$ cat src/rtl/fp_adder_pkg.sv
// Shared width constants and the generate/propagate helper for the grouped carry-lookahead adder.
package fp_adder_pkg;

    localparam int unsigned DEFAULT_WIDTH = 24;
    localparam int unsigned GROUP_WIDTH   = 4;

    typedef struct packed {
        logic [GROUP_WIDTH-1:0] gen;
        logic [GROUP_WIDTH-1:0] prop;
    } gp_t;

    function automatic gp_t make_gp(input logic [GROUP_WIDTH-1:0] x,
                                    input logic [GROUP_WIDTH-1:0] y);
        gp_t r;
        r.gen  = x & y;
        r.prop = x ^ y;
        return r;
    endfunction

endpackage

$ cat src/rtl/full_adder_cla4.sv
// Purely combinational 4-bit carry-lookahead group: sum and carry-out from two nibbles and a carry-in.
module cla4
    import fp_adder_pkg::*;
(
    input  logic [GROUP_WIDTH-1:0] x,
    input  logic [GROUP_WIDTH-1:0] y,
    input  logic                   cin,
    output logic [GROUP_WIDTH-1:0] s,
    output logic                   cout
);

    gp_t                    gp;
    logic [GROUP_WIDTH-1:0] g;
    logic [GROUP_WIDTH-1:0] p;
    logic [GROUP_WIDTH-1:0] c;

    assign gp = make_gp(x, y);
    assign g  = gp.gen;
    assign p  = gp.prop;

    // Every internal carry is flattened from g/p and cin, with no bit-to-bit ripple.
    assign c[0] = cin;
    assign c[1] = g[0] | (p[0] & cin);
    assign c[2] = g[1] | (p[1] & g[0]) | (p[1] & p[0] & cin);
    assign c[3] = g[2] | (p[2] & g[1]) | (p[2] & p[1] & g[0])
                | (p[2] & p[1] & p[0] & cin);
    assign cout = g[3] | (p[3] & g[2]) | (p[3] & p[2] & g[1])
                | (p[3] & p[2] & p[1] & g[0])
                | (p[3] & p[2] & p[1] & p[0] & cin);

    assign s = p ^ c;

endmodule

$ cat src/rtl/full_adder.sv
// Registered N-bit unsigned adder built from rippling 4-bit carry-lookahead groups, one-cycle latency.
module full_adder
    import fp_adder_pkg::*;
#(
    parameter int unsigned N = DEFAULT_WIDTH
) (
    input  logic         clk,
    input  logic         rst_n,
    input  logic [N-1:0] a,
    input  logic [N-1:0] b,
    output logic [N-1:0] sum,
    output logic         carry
);

    localparam int unsigned GROUPS = N / GROUP_WIDTH;

    logic [GROUPS:0] gc;
    logic [N-1:0]    sum_c;

    assign gc[0] = 1'b0;

    // Group carries ripple from the least significant nibble upward.
    for (genvar gi = 0; gi < GROUPS; gi++) begin : g_grp
        cla4 u_cla4 (
            .x    (a[gi*GROUP_WIDTH +: GROUP_WIDTH]),
            .y    (b[gi*GROUP_WIDTH +: GROUP_WIDTH]),
            .cin  (gc[gi]),
            .s    (sum_c[gi*GROUP_WIDTH +: GROUP_WIDTH]),
            .cout (gc[gi+1])
        );
    end

    always_ff @(posedge clk or negedge rst_n) begin
        if (!rst_n) begin
            sum   <= '0;
            carry <= 1'b0;
        end else begin
            sum   <= sum_c;
            carry <= gc[GROUPS];
        end
    end

endmodule

$ cat config.mk
export PLATFORM = sky130hd
export DESIGN_NAME = full_adder
export DESIGN_NICKNAME = d
export VERILOG_FILES = /design/src/rtl/fp_adder_pkg.sv /design/src/rtl/full_adder_cla4.sv /design/src/rtl/full_adder.sv
export SDC_FILE = /design/constraint.sdc
export NUM_CORES = 1
export LEC_CHECK = 0
export ABC_AREA = 1
export CORE_ASPECT_RATIO = 0.9
export CORE_UTILIZATION = 45
export CTS_CLUSTER_DIAMETER = 50
export DETAILED_ROUTE_END_ITERATION = 10
export GPL_TIMING_DRIVEN = 0
export PLACE_DENSITY = 0.91
export SYNTH_ARGS = -nofsm -noshare
export SYNTH_HDL_FRONTEND = slang
export SYNTH_HIERARCHICAL = 1
export SYNTH_SLANG_ARGS = --single-unit
$ cat constraint.sdc
create_clock -name clk -period 1.01 [get_ports clk]
set_input_delay 0.1515 -clock clk [delete_from_list [all_inputs] [get_ports clk]]
set_output_delay 0.1515 -clock clk [all_outputs]
set_load 0.005 [all_outputs]
* Word level (Yosys, flattened, before mapping)
Index checks and enable logic that the tools add are counted.
W data, S select, Z words.
** Word-level totals
- Bits in registers :: 25
- Input bits :: 50
- Output and inout bits :: 25
** Operators by class
- Bitwise logic cells :: 163
** Operator list (number)
- $and A1 B1 Y1 :: 89
- $or A1 B1 Y1 :: 56
- $xor A4 B4 Y4 :: 12
- $and A4 B4 Y4 :: 6

* Longest topological paths before layout
Gate-level depths: netlist of run 1.
- Depth in word-level cells :: 16
- Gate-level depth with buffers :: 25
- Gate-level depth less buffers :: 25

* Cells and area by module
The synthesis of run 1 kept the hierarchy.
** By module, submodules not included
- full_adder :: instances 1, cells an instance 26, area an instance 629.4 um^2
- cla4 (g_grp[2].u_cla4 ...) :: instances 3, cells an instance 27, area an instance 171.4 um^2
- cla4 (g_grp[0].u_cla4 ...) :: instances 2, cells an instance 31, area an instance 188.9 um^2
- cla4 (g_grp[5].u_cla4) :: instances 1, cells an instance 27, area an instance 173.9 um^2

* Least setup slack after synthesis of run 1
No wires, ideal clock.
- Path type :: in2reg
- Start :: input port b[1]
- End :: register sum[21]
- Data arrival time :: 2.657 ns
- Data required time :: 0.883 ns
- Setup slack :: -1.774 ns
- Cell stages on the path :: 23
- Cells stage by stage :: ha_1 -> nand2_2 -> nand3_1 -> nand3_1 -> nand2_1 -> nand3_1 -> nand3_1 -> nand3_1 -> nand2_1 -> nand3_1 -> nand3_1 -> nand3_1 -> nand2_1 -> nand3_1 -> nand3_1 -> nand3_1 -> nand2_1 -> nand3_1 -> nand3_1 -> nand3_1 -> nand2_1 -> fa_1 -> xor2_1
** Between the ends
- Word-level cells in the longest chain between the ends :: 15
- Elaborated cells on any way between the ends :: 18
- Classes of those cells :: bitwise: 18
** Ends and longest elaborated chain
- start, declared :: RTL line full_adder.sv:10 : input logic [N-1:0] b,
- $and A4 B4 Y4 / $xor A4 B4 Y4 (equally long branches) :: RTL line fp_adder_pkg.sv:15, fp_adder_pkg.sv:16
- $and A1 B1 Y1, on equally long branches :: RTL line full_adder_cla4.sv:27, full_adder_cla4.sv:28
- $or A1 B1 Y1 / $and A1 B1 Y1 (equally long branches) :: RTL line full_adder_cla4.sv:27, full_adder_cla4.sv:28
- $or A1 B1 Y1 * :: RTL line full_adder_cla4.sv:28 : | (p[3] & p[2] & p[1] & g[0])
- via gc[1] :: RTL line full_adder.sv:17 : logic [GROUPS:0] gc;
- $and A1 B1 Y1 * :: RTL line full_adder_cla4.sv:29 : | (p[3] & p[2] & p[1] & p[0] & cin);
- $or A1 B1 Y1 * :: RTL line full_adder_cla4.sv:29
- via gc[2] :: RTL line full_adder.sv:17
- [... 2 more ...]
- via gc[3] :: RTL line full_adder.sv:17
- [... 2 more ...]
- via gc[4] :: RTL line full_adder.sv:17
- $and A1 B1 Y1 * :: RTL line full_adder_cla4.sv:29
- $or A1 B1 Y1 * :: RTL line full_adder_cla4.sv:29
- via gc[5] :: RTL line full_adder.sv:17
- $and A1 B1 Y1 * :: RTL line full_adder_cla4.sv:23 : assign c[1] = g[0] | (p[0] & cin);
- $or A1 B1 Y1 * :: RTL line full_adder_cla4.sv:23
- $xor A4 B4 Y4 * :: RTL line full_adder_cla4.sv:31 : assign s = p ^ c;
- via sum_c[21] :: RTL line full_adder.sv:18 : logic [N-1:0] sum_c;
- end signal, assigned :: RTL line full_adder.sv:38 : sum <= sum_c;
- end, declared :: RTL line full_adder.sv:11 : output logic [N-1:0] sum,
The timed path passes the listed nets; every way through them passes the cells marked *.

* Final worst setup path of run 1
- Start :: input port b[1]
- End :: register sum[20]
** Between the ends
- Word-level cells in the longest chain between the ends :: 13
- Elaborated cells on any way between the ends :: 16
- Classes of those cells :: bitwise: 16
** Ends and longest elaborated chain (RTL line)
- $and A4 B4 Y4 / $xor A4 B4 Y4 (equally long branches) :: fp_adder_pkg.sv:15, fp_adder_pkg.sv:16
- $and A1 B1 Y1, on equally long branches :: full_adder_cla4.sv:27, full_adder_cla4.sv:28
- $or A1 B1 Y1 / $and A1 B1 Y1 (equally long branches) :: full_adder_cla4.sv:27, full_adder_cla4.sv:28
- $or A1 B1 Y1 * :: full_adder_cla4.sv:28
- via gc[1] :: full_adder.sv:17
- $and A1 B1 Y1 * :: full_adder_cla4.sv:29
- $or A1 B1 Y1 * :: full_adder_cla4.sv:29
- via gc[2] :: full_adder.sv:17
- [... 2 more ...]
- via gc[3] :: full_adder.sv:17
- $and A1 B1 Y1 * :: full_adder_cla4.sv:29
- $or A1 B1 Y1 * :: full_adder_cla4.sv:29
- via gc[4] :: full_adder.sv:17
- $and A1 B1 Y1 * :: full_adder_cla4.sv:29
- $or A1 B1 Y1 * :: full_adder_cla4.sv:29
- via gc[5] :: full_adder.sv:17
- $xor A4 B4 Y4 * :: full_adder_cla4.sv:31
- via sum_c[20] :: full_adder.sv:18
Marked as above.

==> results.json, run 1 <==
{
  "crit_path_start": "b[1]",
  "relSlewSlack": 0.5955,
  "yosys_register_bits": 25,
  "max_freq_mhz": 398.5,
  "startpoint_type": "primary input",
  "yosysWarnings": 6,
  "wirelength_um": 5767,
  "post_drt_wl_per_cell_um": 16.48,
  "p_sw_frac": 0.3304,
  "holdCritStartpoint": "a[0]",
  "clock-sinks": 25,
  "nFillCells": 172,
  "dp_hpwl_um": 3249,
  "p_leak_nw": 1.505,
  "fp.dieH_um": 60.23,
  "cts_buffer_depth": 2,
  "dr.pass1.iters": 4,
  "worst_pin_slew_ns": 0.6067,
  "vias": 1853,
  "drive_gt1_frac": 0.3366,
  "max_cap_violations": 0,
  "numCtsBuffers": 3,
  "clk_pin_slew_ns": 0.09,
  "synth_area_sq_um": 1695,
  "p_switching_mw": 1.128,
  "grtUsageTotal": 0.2883,
  "crit_type": "primary input to register",
  "sequentialPowerShare": 0.366,
  "crit_path_end_kind": "register",
  "finalHoldViolations": 0,
  "pre_cts_slack_ns": -2.337,
  "netlist_instances": 196,
  "ys_seq_area_frac": 0.3690,
  "rsz0062_at_grt": "yes",
  "port_buffers": 74,
  "drt-vias-per-instance": 5.294,
  "tns_ns": -19.70,
  "start_util": 0.4874,
  "cts_htree_levels": 1,
  "holdWs_ns": 0.2956,
  "required_ns": 1.15,
  "power_mw": 3.415,
  "final_util": 0.8637,
  "synthDistinctLibCells": 14,
  "area_growth_pct": 77.20,
  "p_per_area_nw_per_um2": 1137,
  "drc": 0,
  "status": "complete, but fails checks",
  "violations": "setup timing",
  "rows": 20,
  "min_period_over_period": 2.485,
  "io_pins": 75,
  "peakVddDrop_mv": 0.6196,
  "min_path_type": "primary input to register",
  "grt_first_pass_wirelength_um": 8452,
  "nets": 387,
  "maxSlewViolCount": 0,
  "die_x_um": 66.70,
  "period_needed_ns": 2.509,
  "setup_viol": 21,
  "antenna_found_initial": 0,
  "final_common_cell": "nand2_1",
  "cts_tree": "done",
  "avgSynthCellArea_sq_um": 8.650,
  "globalplace.congestion": 0.7584,
  "intPower_mw": 2.287,
  "power_frac_clock": 0.174,
  "ant_nets": 0,
  "worstPathArrival_ns": 2.65,
  "cts_root_buf": "clkbuf_8",
  "grt_pass1_vias": 1794,
  "critical_path.max_fanout": 2,
  "drtIter0Drc": 90,
  "combPwrFrac": 0.460,
  "grt_start_max_net_pins": 26,
  "layout.cells.most_common_list": "nand2_1 (45), clkdlybuf4s50_1 (32), inv_1 (26)",
  "antennaDiodeCount": 0,
  "setup_ws_ns": -1.499,
  "core_sq_um": 3478,
  "grt_overflow": 0,
  "die_area_sq_um": 4017
}
## cell families after synthesis
logic type	after synthesis	share of synthesized area
AO/OA/AOI/OAI	6	0.01771
XOR/XNOR	6	0.03100
adder cells (fa/ha/maj)	30	0.2480
buffers and inverters	26	0.05756
flip-flops	25	0.3690
other	1	0.002212
AND/OR/NAND/NOR	102	0.2745
## path summary, 6_finish.rpt
path                                     end  slack [ns]  depth (start not counted)
min in group asynchronous   sum[0]$_DFF_PN0_        0.41                          2
worst min-delay path        sum[0]$_DFF_PN0_        0.30                          4
worst max-delay path       sum[20]$_DFF_PN0_       -1.50                         23
max in group asynchronous  sum[11]$_DFF_PN0_        0.19                          2
## metrics by stage
stage | cell area (sq um) | cells
final | 3004 | 350
after global routing | 3004 | 350
after CTS | 2945 | 347
after detailed placement | 2591 | 316
after global placement | 2591 | 316
after floorplan | 1795 | 198
## cell type report
cell class / count / area, sq um / area share
clock buffers: 4 / 45.04 / 0.01499
inverters: 26 / 97.59 / 0.03249
multi-input cells: 147 / 1297 / 0.4319
flip-flops and latches: 25 / 625.6 / 0.2082
well taps: 44 / 55.05 / 0.01833
repair buffers: 104 / 883.3 / 0.2940
## metal layers
layer,up-vias,part of all wire,global-route usage
met3,16,0.043,0.03817
li1,865,-,-
met2,79,0.55,0.5469
met5,-,0,0
met1,893,0.38,0.3210
met4,0,0.027,0.1216
## synthesized netlist by cell type, drive strengths merged
| cell type | count | area share |
|---|---|---|
| nand2 | 54 | 0.12 |
| inv | 26 | 0.058 |
| dfrtp | 25 | 0.37 |
| ha | 24 | 0.18 |
| nand3 | 24 | 0.071 |
| nand4 | 12 | 0.044 |
| a21oi | 6 | 0.018 |
| fa | 6 | 0.071 |
| nor2 | 6 | 0.013 |
| or2 | 6 | 0.022 |
| xor2 | 4 | 0.021 |
| xnor2 | 2 | 0.010 |
| conb | 1 | 0.0022 |
## critical path, stage by stage
cell and delay, ns:
buf_8 0.10, ha_4 0.27, nand2_4 0.05, nand3_4 0.07, nand3_4 0.07, nand2_4 0.08
nand3_4 0.08, nand3_4 0.08, nand3_2 0.08, nand2_2 0.11, nand3_4 0.09, nand3_4 0.10
nand3_4 0.08, nand2_2 0.09, nand3_2 0.08, nand3_2 0.10, nand3_2 0.08, nand2_2 0.09
nand3_2 0.08, nand3_2 0.09, nand3_2 0.08, nand2_2 0.10, fa_2 0.43
## power by group through the flow
stage / clock [mW] / sequential [mW] / combinational (mW)
floorplan: 0 / 1.28 / 0.542
global placement: 0 / 1.25 / 1.25
detailed placement: 0 / 1.27 / 1.30
CTS: 0.584 / 1.25 / 1.41
global route: 0.639 / 1.27 / 1.70
finish: 0.593 / 1.25 / 1.57
## what timing repair did
action	CTS	global route
cloned	0	0
hold buffers	0	1
hold endpoints to repair	0	25
buffers inserted	27	15
pin swaps	21	20
gates resized for setup	115	47
endpoints found under the setup margin	75	65
## sequential cells by signal, indices dropped and copies added, names as in the netlist
signal / cells
sum: 24
carry: 1
Power figures use the tool's default switching activity.
==> run 2: changes to the inputs <==
- ABC_AREA: 1 -> not set
- CORE_UTILIZATION: 45 -> 43
- PLACE_DENSITY: 0.91 -> 0.92
==> results.json, run 2 <==
{
  "globalplace.congestion": 0.7556,
  "min_period_over_period": 3.709,
  "synthDistinctLibCells": 10,
  "vias": 1305,
  "layout.cells.non_filler": 263,
  "crit_path_start": "b[2]",
  "period_needed_ns": 3.747,
  "yosys.area.top_type": "dfrtp_1",
  "setup_ws_ns": -2.737,
  "final_common_cell": "clkdlybuf4s50_1",
  "crit_path_end_kind": "register",
  "holdCritStartpoint": "a[1]",
  "critical_path.max_fanout": 2,
  "power_mw": 3.202,
  "finalHoldViolations": 0,
  "synth_top_flop_cell": "dfrtp_1",
  "synth_top_area_frac": 0.4299,
  "max_cap_violations": 0,
  "drc": 0,
  "synth_most_common_cell": "dfrtp_1",
  "cts_tree": "done",
  "clk_pin_slew_ns": 0.08,
  "yosysWarnings": 6,
  "post_drt_wl_per_cell_um": 16.35,
  "wirelength_um": 4300,
  "layout.cells.most_common_list": "clkdlybuf4s50_1 (40), dfrtp_1 (25), ha_1 (21)",
  "grt_first_pass_wirelength_um": 6610,
  "worstPathArrival_ns": 3.93,
  "min_path_type": "primary input to register",
  "port_buffers": 74,
  "cts_htree_levels": 1,
  "setup_viol": 22,
  "cts_buffer_depth": 2,
  "dr.pass1.iters": 4,
  "io_pins": 75,
  "core_sq_um": 3138,
  "cts_root_buf": "clkbuf_8",
  "antenna_found_initial": 0,
  "reg_top3": "sum x24, carry x1",
  "nets": 302,
  "netlist_instances": 112,
  "rsz0062_at_grt": "yes",
  "dp_hpwl_um": 2698,
  "p_leak_nw": 1.295,
  "antennaDiodeCount": 0,
  "ys_seq_area_frac": 0.4299,
  "drtIter0Drc": 31,
  "status": "complete, but fails checks",
  "netlist_top_cells_count": "dfrtp_1 (25), ha_1 (24), a21o_1 (18), xor2_1 (10)",
  "top_register": "sum",
  "largest_reg_flops": 24,
  "avgSynthCellArea_sq_um": 12.99,
  "worst_pin_slew_ns": 0.6205,
  "max_freq_mhz": 266.9,
  "start_util": 0.4637,
  "area_growth_pct": 75.92,
  "crit_type": "primary input to register",
  "rows": 19,
  "peakVddDrop_mv": 0.6514,
  "required_ns": 1.19,
  "synth_area_leaders": "dfrtp_1 (43%), ha_1 (21%), a21o_1 (9.3%)",
  "die_x_um": 63.32,
  "grt_overflow": 0,
  "drive_gt1_frac": 0.3122,
  "relSlewSlack": 0.5863,
  "synth_edf_count": 0,
  "placed_cell_area_sq_um": 2270,
  "violations": "setup timing",
  "holdWs_ns": 0.2455,
  "fp.dieH_um": 57.19,
  "startpoint_type": "primary input",
  "clock-sinks": 25,
  "grt_pass1_vias": 1372,
  "synth_area_sq_um": 1455,
  "dp_cells": 229,
  "grtUsageTotal": 0.2358,
  "numCtsBuffers": 3,
  "ant_nets": 0,
  "drt-vias-per-instance": 4.962,
  "die_area_sq_um": 3621,
  "maxSlewViolCount": 0,
  "p_per_area_nw_per_um2": 1251,
  "yosys_register_bits": 25,
  "grt_start_max_net_pins": 26,
  "fin_area_sq_um": 2560,
  "async_flop_share": 1.000
}
## run 2: final timing paths
check | to | slack [ns] | depth (start not counted)
worst max-delay path | sum[22]$_DFF_PN0_ | -2.74 | 21
worst min-delay path | sum[1]$_DFF_PN0_ | 0.25 | 3
max in group asynchronous | sum[16]$_DFF_PN0_ | 0.17 | 2
min in group asynchronous | sum[6]$_DFF_PN0_ | 0.43 | 2
## run 2: per-stage QoR
stage | setup TNS, ns | worst slack, ns | utilization
floorplan | -32.50 | -2.597 | -
global placement | -59.14 | -3.315 | 0.7233
detailed placement | -61.18 | -3.382 | 0.7233
CTS | -37.73 | -2.953 | 0.8258
global route | -38.16 | -2.855 | 0.8158
finish | -36.67 | -2.737 | 0.8158
## run 2: report_power, final
group          internal, mW  switching, mW  leakage, nW
logic                 0.803          0.535        0.981
registers              1.21         0.0588        0.292
clock network         0.282          0.318       0.0228
## run 2: repair_timing
action                     in CTS  in global routing
pin swaps                      27                 25
setup buffers                  26                  9
hold buffers                    0                  1
setup endpoints to repair      75                 62
gates resized for setup       110                 25
hold endpoints to repair        0                 25
## run 2: cells by family (layout without fill, tap and decap cells)
group,count (synthesis),count (layout),share of synthesized area
adder cells (fa/ha/maj),30,30,0.2889
AO/OA/AOI/OAI,30,30,0.1496
flip-flops,25,25,0.4299
XOR/XNOR,18,18,0.1083
buffers and inverters,8,116,0.02064
other,1,2,0.002577
## run 2: cell type report
cell class	instances	area (sq um)
inverters	8	32.53
multi-input cells	80	887.1
clock buffers	4	45.04
repair buffers	104	917.1
well taps	42	52.55
flip-flops and latches	25	625.6
fillers	186	578.1
## run 2: critical path: stages
cell and delay [ns]:
buf_6 0.10, ha_4 0.23, a21o_1 0.18, a31o_1 0.21
a21o_1 0.18, a21o_1 0.17, a31o_1 0.21, a21o_1 0.18
a21o_1 0.18, a31o_1 0.25, a21o_1 0.19, a21o_1 0.18
a31o_1 0.19, a21o_1 0.17, a21o_1 0.18, a31o_1 0.20
a21o_1 0.19, a21o_1 0.19, buf_6 0.12, a21oi_4 0.15
xnor2_2 0.12
## run 2: per-layer routing
layer,GRT usage,share of wire
met5,0,0
met4,0.06818,0.0049
met3,0.01400,0.030
met2,0.4666,0.58
met1,0.2717,0.38
